File: src/rtl/regfile_acc_writer.sv
// regfile_acc_writer
//
// Write-port arbiter between the processor writeback stage and the register
// file write port. Accelerator writes to the mailbox registers r26..r29 are
// buffered in a small FIFO and drained into writeback slots the processor
// leaves free. A head entry that stays blocked for StarveLimit cycles forces
// a one-cycle processor stall, during which the head is written.
//
// Ports:
//   clock            system clock, rising edge
//   ctrl_reset_n     synchronous active-low reset; forces all outputs to 0
//   proc_writeEnable processor writeback request
//   proc_writeReg    processor destination register
//   proc_writeData   processor writeback data
//   acc_valid        accelerator write request valid
//   acc_ready        an accelerator write can be accepted this cycle
//   acc_reg          accelerator target offset (destination = 26 + acc_reg)
//   acc_data         accelerator write data
//   ctrl_writeEnable register file write enable
//   ctrl_writeReg    register file write select
//   data_writeReg    register file write data
//   proc_stall       processor must hold its writeback this cycle
//   acc_pending      bit k set while any queued entry targets r(26+k)
//   overrun          sticky; processor wrote during a stall cycle
module regfile_acc_writer #(
  parameter int unsigned FifoDepth   = 2,
  parameter int unsigned StarveLimit = 8
) (
  input  logic        clock,
  input  logic        ctrl_reset_n,
  input  logic        proc_writeEnable,
  input  logic [4:0]  proc_writeReg,
  input  logic [31:0] proc_writeData,
  input  logic        acc_valid,
  output logic        acc_ready,
  input  logic [1:0]  acc_reg,
  input  logic [31:0] acc_data,
  output logic        ctrl_writeEnable,
  output logic [4:0]  ctrl_writeReg,
  output logic [31:0] data_writeReg,
  output logic        proc_stall,
  output logic [3:0]  acc_pending,
  output logic        overrun
);

  localparam int unsigned PtrW    = $clog2(FifoDepth);
  localparam int unsigned CntW    = $clog2(FifoDepth + 1);
  localparam int unsigned StarveW = $clog2(StarveLimit + 1);

  logic [1:0]         off_q  [FifoDepth];
  logic [31:0]        data_q [FifoDepth];
  logic [PtrW-1:0]    rd_ptr_q, wr_ptr_q;
  logic [CntW-1:0]    count_q;
  logic [StarveW-1:0] starve_q;
  logic               stall_q, overrun_q;

  logic head_valid, full, push, pop;
  logic grant_proc, grant_head;

  always_comb begin
    full       = (count_q == CntW'(FifoDepth));
    head_valid = (count_q != '0);
    grant_proc = 1'b0;
    grant_head = 1'b0;
    if (ctrl_reset_n) begin
      // A forced stall outranks the processor; writes to r0 are no-ops and
      // leave the slot free for the head.
      if (stall_q && head_valid) begin
        grant_head = 1'b1;
      end else if (proc_writeEnable && (proc_writeReg != 5'd0)) begin
        grant_proc = 1'b1;
      end else if (head_valid) begin
        grant_head = 1'b1;
      end
    end
    acc_ready = ctrl_reset_n & ~full;
    push      = acc_valid & acc_ready;
    pop       = grant_head;
  end

  always_comb begin
    ctrl_writeEnable = grant_proc | grant_head;
    ctrl_writeReg    = 5'd0;
    data_writeReg    = 32'd0;
    if (grant_proc) begin
      ctrl_writeReg = proc_writeReg;
      data_writeReg = proc_writeData;
    end else if (grant_head) begin
      ctrl_writeReg = 5'd26 + {3'b000, off_q[rd_ptr_q]};
      data_writeReg = data_q[rd_ptr_q];
    end
  end

  always_comb begin
    acc_pending = 4'b0000;
    for (int unsigned i = 0; i < FifoDepth; i++) begin
      if (CntW'(i) < count_q) begin
        acc_pending[off_q[rd_ptr_q + PtrW'(i)]] = 1'b1;
      end
    end
    if (!ctrl_reset_n) begin
      acc_pending = 4'b0000;
    end
  end

  assign proc_stall = ctrl_reset_n & stall_q;
  assign overrun    = ctrl_reset_n & overrun_q;

  // Storage needs no reset; validity is tracked by count_q.
  always_ff @(posedge clock) begin
    if (push) begin
      off_q[wr_ptr_q]  <= acc_reg;
      data_q[wr_ptr_q] <= acc_data;
    end
  end

  always_ff @(posedge clock) begin
    if (!ctrl_reset_n) begin
      rd_ptr_q  <= '0;
      wr_ptr_q  <= '0;
      count_q   <= '0;
      starve_q  <= '0;
      stall_q   <= 1'b0;
      overrun_q <= 1'b0;
    end else begin
      if (push) begin
        wr_ptr_q <= wr_ptr_q + PtrW'(1);
      end
      if (pop) begin
        rd_ptr_q <= rd_ptr_q + PtrW'(1);
      end
      if (push && !pop) begin
        count_q <= count_q + CntW'(1);
      end else if (pop && !push) begin
        count_q <= count_q - CntW'(1);
      end

      // The head is always granted during a stall cycle, so the pop path
      // clears the counter and stall cannot repeat back-to-back.
      stall_q <= 1'b0;
      if (pop || !head_valid) begin
        starve_q <= '0;
      end else if (starve_q == StarveW'(StarveLimit - 1)) begin
        starve_q <= '0;
        stall_q  <= 1'b1;
      end else begin
        starve_q <= starve_q + StarveW'(1);
      end

      if (stall_q && head_valid && proc_writeEnable) begin
        overrun_q <= 1'b1;
      end
    end
  end

endmodule

File: config.mk
export PLATFORM = sky130hd
export DESIGN_NAME = regfile_acc_writer
export DESIGN_NICKNAME = d
export VERILOG_FILES = /design/src/rtl/regfile_acc_writer.sv
export SDC_FILE = /design/constraint.sdc
export NUM_CORES = 1
export LEC_CHECK = 0
export ABC_AREA = 1
export BUFFER_PORTS_ARGS = -buffer_cell sky130_fd_sc_hd__buf_2
export CAP_MARGIN = 20
export CORE_AREA = 2 2 93 95
export CTS_CLUSTER_DIAMETER = 80
export DETAILED_ROUTE_END_ITERATION = 7
export DIE_AREA = 0 0 95 97
export PLACE_DENSITY_LB_ADDON = 0.08
export SLEW_MARGIN = 20
export SYNTH_ARGS = -nofsm -noshare
export SYNTH_HDL_FRONTEND = slang
export SYNTH_SLANG_ARGS = --single-unit
File: constraint.sdc
create_clock -name clock -period 2.9 [get_ports clock]
set_input_delay 0.29 -clock clock [delete_from_list [all_inputs] [get_ports clock]]
set_output_delay 0.29 -clock clock [all_outputs]
set_load 0.02 [all_outputs]
==> flow_metrics.tcl <==
set metrics [dict create \
    status "completed" \
    h-tree-depth 3 \
    fin_worst_skew_ns 0.0110 \
    num_vias 2989 \
    fin_cells 617 \
    grt_overflow 0 \
    critical_path_class "flop to output pin" \
    ant_nets 0 \
    dp_hpwl_mm 5.71 \
    grt_max_degree 37 \
    end_kind "output pin" \
    fin_nets 588 \
    yosysWarnings 0 \
    tritoncts "built" \
    io_pins 120 \
    rsz0062_at_grt "no" \
    synth-main-ff-cell "edfxtp_1" \
    holdPathStages 1 \
    hp-start "acc_data[19]" \
    critPathArrivalTime_ns 2.14 \
    avgViaCountPerCell 4.84 \
    clk_path_buf_depth 2 \
    hold_path_end "data_q[1][19]$_DFFE_PP_" \
    drive_above_1_share_pct 33.4 \
    syn_avg_cell_area_sq_um 9.82 \
    post_drt_wl_per_cell_um 12.9 \
    io_buffers 119 \
    setup_violations 0 \
    netlist_top_cells_area "edfxtp_1 (54%), inv_1 (8.4%), o21ai_0 (6.6%), nand3_1 (6.2%), dfxtp_1 (5.8%)" \
    track_usage_pct 17.9 \
    wl_mm 7.93 \
    root_buffer "clkbuf_8" \
    synth_common_cells "inv_1 (85), edfxtp_1 (68), o21ai_0 (50)" \
    cts-buffers-inserted 9 \
    hp-class "primary input to flop" \
    dieArea_sq_um 9220 \
    ys_seq_area_share_pct 59.5 \
    post-cts-setup-buffers 0 \
    num_antenna_cells 0 \
    fmax_mhz 412 \
    slew_viol_final 0 \
    p_total_mw 2.58 \
    die_x_um 95 \
    fin_setup_tns_ns 0 \
    hold_viol_final 0 \
    synth_nets 467 \
    p_leak_nw 2.14 \
    relSlewSlack_pct 59.5 \
    r2r-end "data_q[0][26]$_DFFE_PP_" \
    synth_cell_types 25 \
    synth.largest_area_cell "edfxtp_1" \
    max_slew.worst_pin.slew_ns 0.606 \
    cts_hold_buffers 0 \
    fin_hold_ws_ns 0.131 \
    power.density_nw_per_um2 550 \
    cp-start-kind "flop" \
    r2r_slack_ns 0.71 \
    cts_resized 0 \
    r2r-start "count_q[0]$_SDFFE_PN0P_" \
    synth.most_common_cell "inv_1" \
    grt_pass1_wl_mm 12.9 \
    ys_ff_latch 79 \
    period_needed_ns 2.43 \
    syn2layout_area_growth_pct 23.4 \
    initial_utilization_pct 46.7 \
    synth-edff-count 68 \
    worstPathMaxFanout 21 \
    synth_top_cell_area_share_pct 53.7 \
    drt_iter0_markers 125 \
    async_flop_share_pct 0 \
    core-area_sq_um 8130 \
    gp_congestion 0.739 \
    final_core_util_pct 57.7 \
    cp.required_ns 2.61 \
    rows 33 \
    insertion_delay_ns 0.34 \
    cts_sinks 79 \
    syn-cell-area_sq_um 3800 \
    peakVddDrop_mv 0.316 \
    min_period_over_period_pct 83.7 \
    die_h_um 97 \
    syn_inst 387 \
    grt_pass1_vias 2884 \
    placed_cells 602 \
    drc 0 \
    grt_antenna_before_repair 0 \
    r2r_cells 6 \
    dr.pass1.iters 4 \
    clk_pin_slew_worst_paths_ns 0.09 \
    drv_cap 0 \
]
where the power goes:
part / internal [mW] / switching [mW]
clock network: 0.399 / 0.404
registers: 1.29 / 0.0252
logic: 0.163 / 0.299
metrics by stage:
step / area [sq um] / setup WS, ns
after floorplan: 3800 / -0.0808
after global placement: 4500 / 0.823
after detailed placement: 4500 / 0.683
after CTS: 4690 / 0.474
after global routing: 4690 / 0.303
final: 4690 / 0.472
layout by cell type, fill, tap and decap left out:
| master | n |
|---|---|
| nand3b_1 | 1 |
| inv_6 | 2 |
| clkinvlp_4 | 3 |
| a21oi_1 | 8 |
| buf_2 | 119 |
| nand3_1 | 47 |
| ha_1 | 5 |
| xor2_1 | 1 |
| inv_1 | 85 |
| bufinv_16 | 1 |
| buf_4 | 9 |
| dfxtp_2 | 1 |
| o31ai_1 | 1 |
| nand2_1 | 44 |
| o21ai_0 | 50 |
| clkbuf_8 | 9 |
| buf_12 | 1 |
| nor2_1 | 12 |
| o21ai_1 | 6 |
| xnor2_1 | 2 |
| o21ai_2 | 20 |
| dfxtp_1 | 10 |
| edfxtp_1 | 68 |
| nor2_4 | 3 |
| inv_2 | 2 |
| nand2_2 | 1 |
| nand4_1 | 1 |
final cells by class:
cell class	count	area, sq um
repair buffers	129	683
flip-flops and latches	79	2260
fillers	731	3440
multi-input cells	202	1090
clock inverters	6	70.1
clock buffers	9	124
inverters	87	327
well taps	105	131
registers in the layout (all words and copies together), names as in the netlist, named ones only:
signal,count
data_q,64
off_q,4
starve_q,4
count_q,2
overrun_q,1
rd_ptr_q,1
stall_q,1
wr_ptr_q,1
worst max-delay path by stage:
| stage | start | slack (ns) | cells past startpoint | to |
|---|---|---|---|---|
| 3_3_place_gp | count_q[0]$_SDFFE_PN0P_ | 0.82 | 6 | data_q[1][12]$_DFFE_PP_ |
| 2_1_floorplan | count_q[0]$_SDFFE_PN0P_ | -0.08 | 5 | data_q[0][0]$_DFFE_PP_ |
| 6_report | count_q[0]$_SDFFE_PN0P_ | 0.47 | 7 | data_writeReg[19] |
| 5_1_grt | flop | 0.30 | 6 | data_writeReg[6] |
| 3_5_place_dp | count_q[0]$_SDFFE_PN0P_ | 0.68 | 6 | data_q[0][12]$_DFFE_PP_ |
| 4_1_cts | count_q[0]$_SDFFE_PN0P_ | 0.47 | 7 | ctrl_writeReg[2] |
logic make-up after synthesis:
group,Yosys count,synth area share (%)
buffers and inverters,106,12.2
DFF,79,59.5
AOI/OAI and AO/OA,85,13.2
xor gates and xnor gates,3,0.691
and+or+nand+nor,109,12.7
adders and majority gates,5,1.65
routing by layer:
layer | wire length [um] | vias to the layer above | track usage [%]
li1 | - | 1515 | -
met5 | 0 | - | 0
met2 | 3780 | 88 | 29.3
met1 | 3690 | 1376 | 23.9
met4 | 80 | 0 | 5.46
met3 | 373 | 10 | 3.89
worst max-delay path, stage by stage (launching register included):
cell and delay (ns):
dfxtp_1 0.35, inv_1 0.09, ha_1 0.26, nor2_4 0.46, buf_12 0.24, nand3_1 0.08
o21ai_0 0.11, buf_2 0.21
No activity file was read; power rests on OpenSTA's default activity.
